File: src/rtl/seg_scan_if.sv
// seg_scan_if: display data/enables in, anode/segment pins out.
// SEG_BLINK_EN adds the blinkMask signal.
interface seg_scan_if;
    logic [31:0] display;
    logic [7:0]  displayEnable;
`ifdef SEG_BLINK_EN
    logic [7:0]  blinkMask;
`endif
    logic [7:0]  an;
    logic [6:0]  seg;
    logic        dp;
`ifdef SEG_BLINK_EN
    modport master (output display, displayEnable, blinkMask, input an, seg, dp);
    modport slave  (input display, displayEnable, blinkMask, output an, seg, dp);
`else
    modport master (output display, displayEnable, input an, seg, dp);
    modport slave  (input display, displayEnable, output an, seg, dp);
`endif
endinterface

File: src/rtl/seg_scan.sv
// seg_scan: 8-digit multiplexed common-anode 7-segment driver with frame-latched shadow.
// SEG_BLINK_EN adds per-digit blinking (blinkMask, BLINK_FRAMES).
module seg_scan #(
    parameter int TICK_DIV     = 100000,
    parameter int BLANK_CYCLES = 2000
`ifdef SEG_BLINK_EN
    ,
    parameter int BLINK_FRAMES = 16
`endif
) (
    input logic       clk,
    input logic       rst,
    seg_scan_if.slave bus
);
    localparam int CW = $clog2(TICK_DIV);

    logic [CW-1:0] cnt_q, cnt_d;
    logic [2:0]    idx_q, idx_d;
    logic [31:0]   sh_disp_q, sh_disp_d;
    logic [7:0]    sh_en_q, sh_en_d;
    logic [7:0]    an_q, an_d;
    logic [6:0]    seg_q, seg_d;
    logic          wrap, load, blink_off, lit;

    function automatic logic [6:0] hex7(input logic [3:0] v);
        case (v)
            4'h0: hex7 = 7'h40;
            4'h1: hex7 = 7'h79;
            4'h2: hex7 = 7'h24;
            4'h3: hex7 = 7'h30;
            4'h4: hex7 = 7'h19;
            4'h5: hex7 = 7'h12;
            4'h6: hex7 = 7'h02;
            4'h7: hex7 = 7'h78;
            4'h8: hex7 = 7'h00;
            4'h9: hex7 = 7'h10;
            4'hA: hex7 = 7'h08;
            4'hB: hex7 = 7'h03;
            4'hC: hex7 = 7'h46;
            4'hD: hex7 = 7'h21;
            4'hE: hex7 = 7'h06;
            default: hex7 = 7'h0E;
        endcase
    endfunction

    assign wrap = cnt_q == CW'(TICK_DIV - 1);
    // Last cycle of the frame: shadow takes the inputs for the whole next frame
    assign load = wrap && idx_q == 3'd7;

`ifdef SEG_BLINK_EN
    localparam int FW = $clog2(BLINK_FRAMES + 1);

    logic [FW-1:0] fr_q, fr_d;
    logic          phase_q, phase_d, fr_end;
    logic [7:0]    sh_mask_q, sh_mask_d;

    always_comb begin
        fr_end    = load && fr_q == FW'(BLINK_FRAMES - 1);
        fr_d      = fr_end ? '0 : load ? fr_q + 1'b1 : fr_q;
        phase_d   = phase_q ^ fr_end;
        sh_mask_d = load ? bus.blinkMask : sh_mask_q;
    end

    always_ff @(posedge clk) begin
        if (!rst) begin
            fr_q      <= '0;
            phase_q   <= 1'b1;
            sh_mask_q <= '0;
        end else begin
            fr_q      <= fr_d;
            phase_q   <= phase_d;
            sh_mask_q <= sh_mask_d;
        end
    end

    assign blink_off = ~phase_q & sh_mask_q[idx_q];
`else
    assign blink_off = 1'b0;
`endif

    assign lit = cnt_q >= CW'(BLANK_CYCLES) && sh_en_q[idx_q] && !blink_off;

    always_comb begin
        cnt_d     = wrap ? '0 : cnt_q + 1'b1;
        idx_d     = wrap ? idx_q + 1'b1 : idx_q;
        sh_disp_d = load ? bus.display : sh_disp_q;
        sh_en_d   = load ? bus.displayEnable : sh_en_q;
        an_d      = lit ? ~(8'b1 << idx_q) : 8'hFF;
        seg_d     = lit ? hex7(sh_disp_q[{idx_q, 2'b00} +: 4]) : 7'h7F;
    end

    always_ff @(posedge clk) begin
        if (!rst) begin
            cnt_q     <= '0;
            idx_q     <= '0;
            sh_disp_q <= '0;
            sh_en_q   <= '0;
            an_q      <= 8'hFF;
            seg_q     <= 7'h7F;
        end else begin
            cnt_q     <= cnt_d;
            idx_q     <= idx_d;
            sh_disp_q <= sh_disp_d;
            sh_en_q   <= sh_en_d;
            an_q      <= an_d;
            seg_q     <= seg_d;
        end
    end

    assign bus.an  = an_q;
    assign bus.seg = seg_q;
    assign bus.dp  = 1'b1;
endmodule

File: src/flat_wrapper.sv
// flat-port wrapper written by rule: the top's interface ports become plain ports
module seg_scan_flat 
#(
    parameter int TICK_DIV     = 100000,
    parameter int BLANK_CYCLES = 2000

)
  (clk, rst, bus_display, bus_displayEnable, bus_an, bus_seg, bus_dp);
  seg_scan_if bus_i ();
  input logic clk;
  input logic rst;
  input wire logic [$bits(bus_i.display)-1:0] bus_display;
  input wire logic [$bits(bus_i.displayEnable)-1:0] bus_displayEnable;
  output wire logic [$bits(bus_i.an)-1:0] bus_an;
  output wire logic [$bits(bus_i.seg)-1:0] bus_seg;
  output wire logic [$bits(bus_i.dp)-1:0] bus_dp;
  assign bus_i.display = bus_display;
  assign bus_i.displayEnable = bus_displayEnable;
  assign bus_an = bus_i.an;
  assign bus_seg = bus_i.seg;
  assign bus_dp = bus_i.dp;
  seg_scan #(.TICK_DIV(TICK_DIV), .BLANK_CYCLES(BLANK_CYCLES)) u_core (.clk(clk), .rst(rst), .bus(bus_i));
endmodule
File: config.mk
export PLATFORM = sky130hd
export DESIGN_NAME = seg_scan_flat
export DESIGN_NICKNAME = d
export VERILOG_FILES = /design/src/rtl/seg_scan_if.sv /design/src/rtl/seg_scan.sv /design/src/flat_wrapper.sv
export SDC_FILE = /design/constraint.sdc
export NUM_CORES = 1
export LEC_CHECK = 0
export CAP_MARGIN = 20
export CORE_MARGIN = 1.5
export CORE_UTILIZATION = 55
export CTS_BUF_LIST = sky130_fd_sc_hd__clkbuf_4
export DETAILED_ROUTE_END_ITERATION = 8
export PLACE_DENSITY_LB_ADDON = 0.05
export SYNTH_ARGS = -nofsm -noshare
export SYNTH_HDL_FRONTEND = slang
export SYNTH_SLANG_ARGS = --single-unit
File: constraint.sdc
create_clock -name clk -period 5.8 [get_ports clk]
set_clock_uncertainty 0.05 [all_clocks]
set_input_delay 1.45 -clock clk [delete_from_list [all_inputs] [get_ports clk]]
set_output_delay 1.45 -clock clk [all_outputs]
set_load 0.05 [all_outputs]
==> results.json <==
{
  "fmax_mhz": 309.3,
  "dieArea_um2": 6633,
  "slew_viol_final": 0,
  "wirelength_mm": 6.480,
  "fin_nets": 472,
  "cp-end-kind": "register",
  "placed_cell_area_um2": 3946,
  "synth_top_area_share_pct": 44.36,
  "antenna_found_initial": 0,
  "io_pins": 58,
  "period_minus_slack_ns": 3.233,
  "worstMarginPinSlew_ns": 0.9068,
  "hold_path_class": "register to register",
  "ys_top_cells_by_area": "dfxtp_1 44%, nand2_1 10%, a21boi_1 8.9%",
  "hold_buffers": 0,
  "grt_pass1_vias": 2318,
  "max_cap_violations": 0,
  "gr-total-overflow": 0,
  "crit_fanout": 47,
  "synth_top_family_by_area": "simple AND/OR/NAND/NOR gates",
  "synth-xor-area-share_pct": 3.623,
  "syn2layout_area_growth_pct": 20.48,
  "die_y_um": 81.45,
  "period_share_pct": 55.74,
  "r2r-start": "u_core.idx_q[0]",
  "synth_largest_area_cell": "dfxtp_1",
  "path_cells": "clkdlybuf4s50_1 > buf_4 > o21ai_0 > nor3b_2 > o221ai_1",
  "cts_resized": 0,
  "outcome": "completed",
  "synth-compound-area-share_pct": 12.05,
  "ys.flop_type": "dfxtp_1",
  "hold_violations": 0,
  "max_slew_margin_pct": 37.81,
  "synth-edff-count": 0,
  "synthSimpleGateAreaFrac_pct": 20.52,
  "startpoint": "rst",
  "grt_pass1_wl_mm": 10.83,
  "yosysWarnings": 0,
  "path_delay_family": "buffers and inverters",
  "synthMuxAreaShare_pct": 9.427,
  "ys_types": 39,
  "p_per_area_nw_per_um2": 213.5,
  "cts_buffer_depth": 2,
  "placed_cells": 480,
  "leakage_nw": 1.429,
  "clock-sinks": 75,
  "yosysMostFrequentCell": "nand2_1",
  "antenna_cells": 0,
  "worst_path_max_delay_cell": "nor3b_2",
  "cp-start-kind": "input pin",
  "root_buffer": "clkbuf_4",
  "avgRoutedWirePerCell_um": 13.06,
  "drtAntennaViolNets": 0,
  "core_area_um2": 5921,
  "path_buf_inv": 2,
  "min-delay-start": "u_core.sh_disp_q[27]",
  "netlist_area_um2": 3384,
  "crit_arrival_ns": 3.43,
  "setup_tns_ns": 0,
  "clkTransAtPathRegs_ns": 0.11,
  "synthArstFlopShare_pct": 0,
  "drtIter0Drc": 101,
  "synth_commonest_cells": "93 x nand2_1, 75 x dfxtp_1, 40 x a21boi_1, 19 x nor2_1, 14 x ha_1",
  "clk_latency_ns": 0.41,
  "finalInstanceArea_um2": 4078,
  "ir_worst_vdd_v": 0.0001446,
  "ys_seq_elements": 75,
  "stdcell_count": 496,
  "post-route-drc-count": 0,
  "criticalPathCategory": "input pin to register",
  "cp.required_ns": 6.00,
  "whs_ns": 0.4058,
  "synthesis.nets": 425,
  "start_util_pct": 57.16,
  "slowest_delay_ns": 0.72,
  "yosysSeqAreaShare_pct": 44.36,
  "io_buffer_count": 56,
  "gp_congestion": 0.7762,
  "yosys.area_share.adder_pct": 5.176,
  "cts_tree": "done",
  "post-dp-hpwl_mm": 4.500,
  "cts_max_level": 3,
  "dieWidth_um": 81.45,
  "row_count": 28,
  "first_pass_iters": 4,
  "grt_use_total_pct": 21.58,
  "rsz0062_at_grt": "no",
  "final-setup-viol-count": 0,
  "power.total_mw": 0.8704,
  "vias": 2597,
  "drive_gt1_share_pct": 8.314,
  "numCtsBuffers": 9,
  "post_cts_buffers": 0,
  "avgSynthCellArea_um2": 9.172,
  "syn_inst": 369,
  "grt_max_degree": 48,
  "viasPerCell": 5.236
}
state kept, by name, summed over array words and instances (netlist names):
register,cells
u_core.sh_disp_q,32
u_core.cnt_q,17
u_core.bus.an,8
u_core.sh_en_q,8
u_core.bus.seg,7
u_core.idx_q,3
final timing paths:
check	end	slack [ns]	depth (start not counted)
max	u_core.bus.seg[6]	2.57	5
min	u_core.sh_disp_q[27]	0.41	2
max reg2reg	u_core.bus.seg[4]	2.78	5
min reg2reg	u_core.sh_disp_q[27]	0.41	2
cells in the final DEF, fill, tap and decap left out, types with 4 or more instances in the layout:
| master | instances |
|---|---|
| mux2i_1 | 6 |
| and2_1 | 5 |
| nor2_1 | 19 |
| xnor2_1 | 11 |
| a21oi_1 | 4 |
| clkdlybuf4s50_1 | 56 |
| ha_1 | 14 |
| mux4_2 | 10 |
| clkbuf_4 | 10 |
| a21boi_1 | 40 |
| nand2_1 | 93 |
| o21ai_0 | 4 |
| inv_1 | 11 |
| nand3_1 | 13 |
| nor3_1 | 6 |
| dfxtp_1 | 75 |
where the power goes:
group	leakage, nW	switching [mW]	internal, mW
logic	0.750	0.0129	0.0303
registers	0.605	0.00225	0.517
clock network	0.0736	0.176	0.133
tightest hold or removal path: stages (launching register included):
cell	delay [ns]
dfxtp_1	0.32
nand2_1	0.05
a21boi_1	0.05
routing by layer:
layer / up-vias / share of wire, % / global-route usage, %
met3: 12 / 4.7 / 3.889
met4: 0 / 2.0 / 10.69
met1: 1196 / 47 / 29.40
li1: 1327 / - / -
met5: - / 0 / 0
met2: 62 / 47 / 32.89
final cells by class:
class	count	area [um^2]
fill	511	1843
multi-input combinational	259	1723
sequential	75	1501
timing repair buffer	59	583.1
tap	75	93.84
clock buffer	10	75.07
clock inverter	6	56.30
inverter	12	45.04
logic make-up after synthesis:
group	after synthesis
muxes	19
DFF	75
other	1
AOI/OAI and AO/OA	57
buffers and inverters	35
xor gates and xnor gates	14
and+or+nand+nor	154
adders and majority gates	14
per-stage QoR:
| step | util [%] | setup slack [ns] |
|---|---|---|
| after CTS | 68.87 | 2.577 |
| after global routing | 68.87 | 2.386 |
| after global placement | 66.65 | 2.164 |
| final | 68.87 | 2.567 |
| after detailed placement | 66.65 | 2.114 |
| after floorplan | - | 3.490 |
Power figures use the tool's default switching activity.
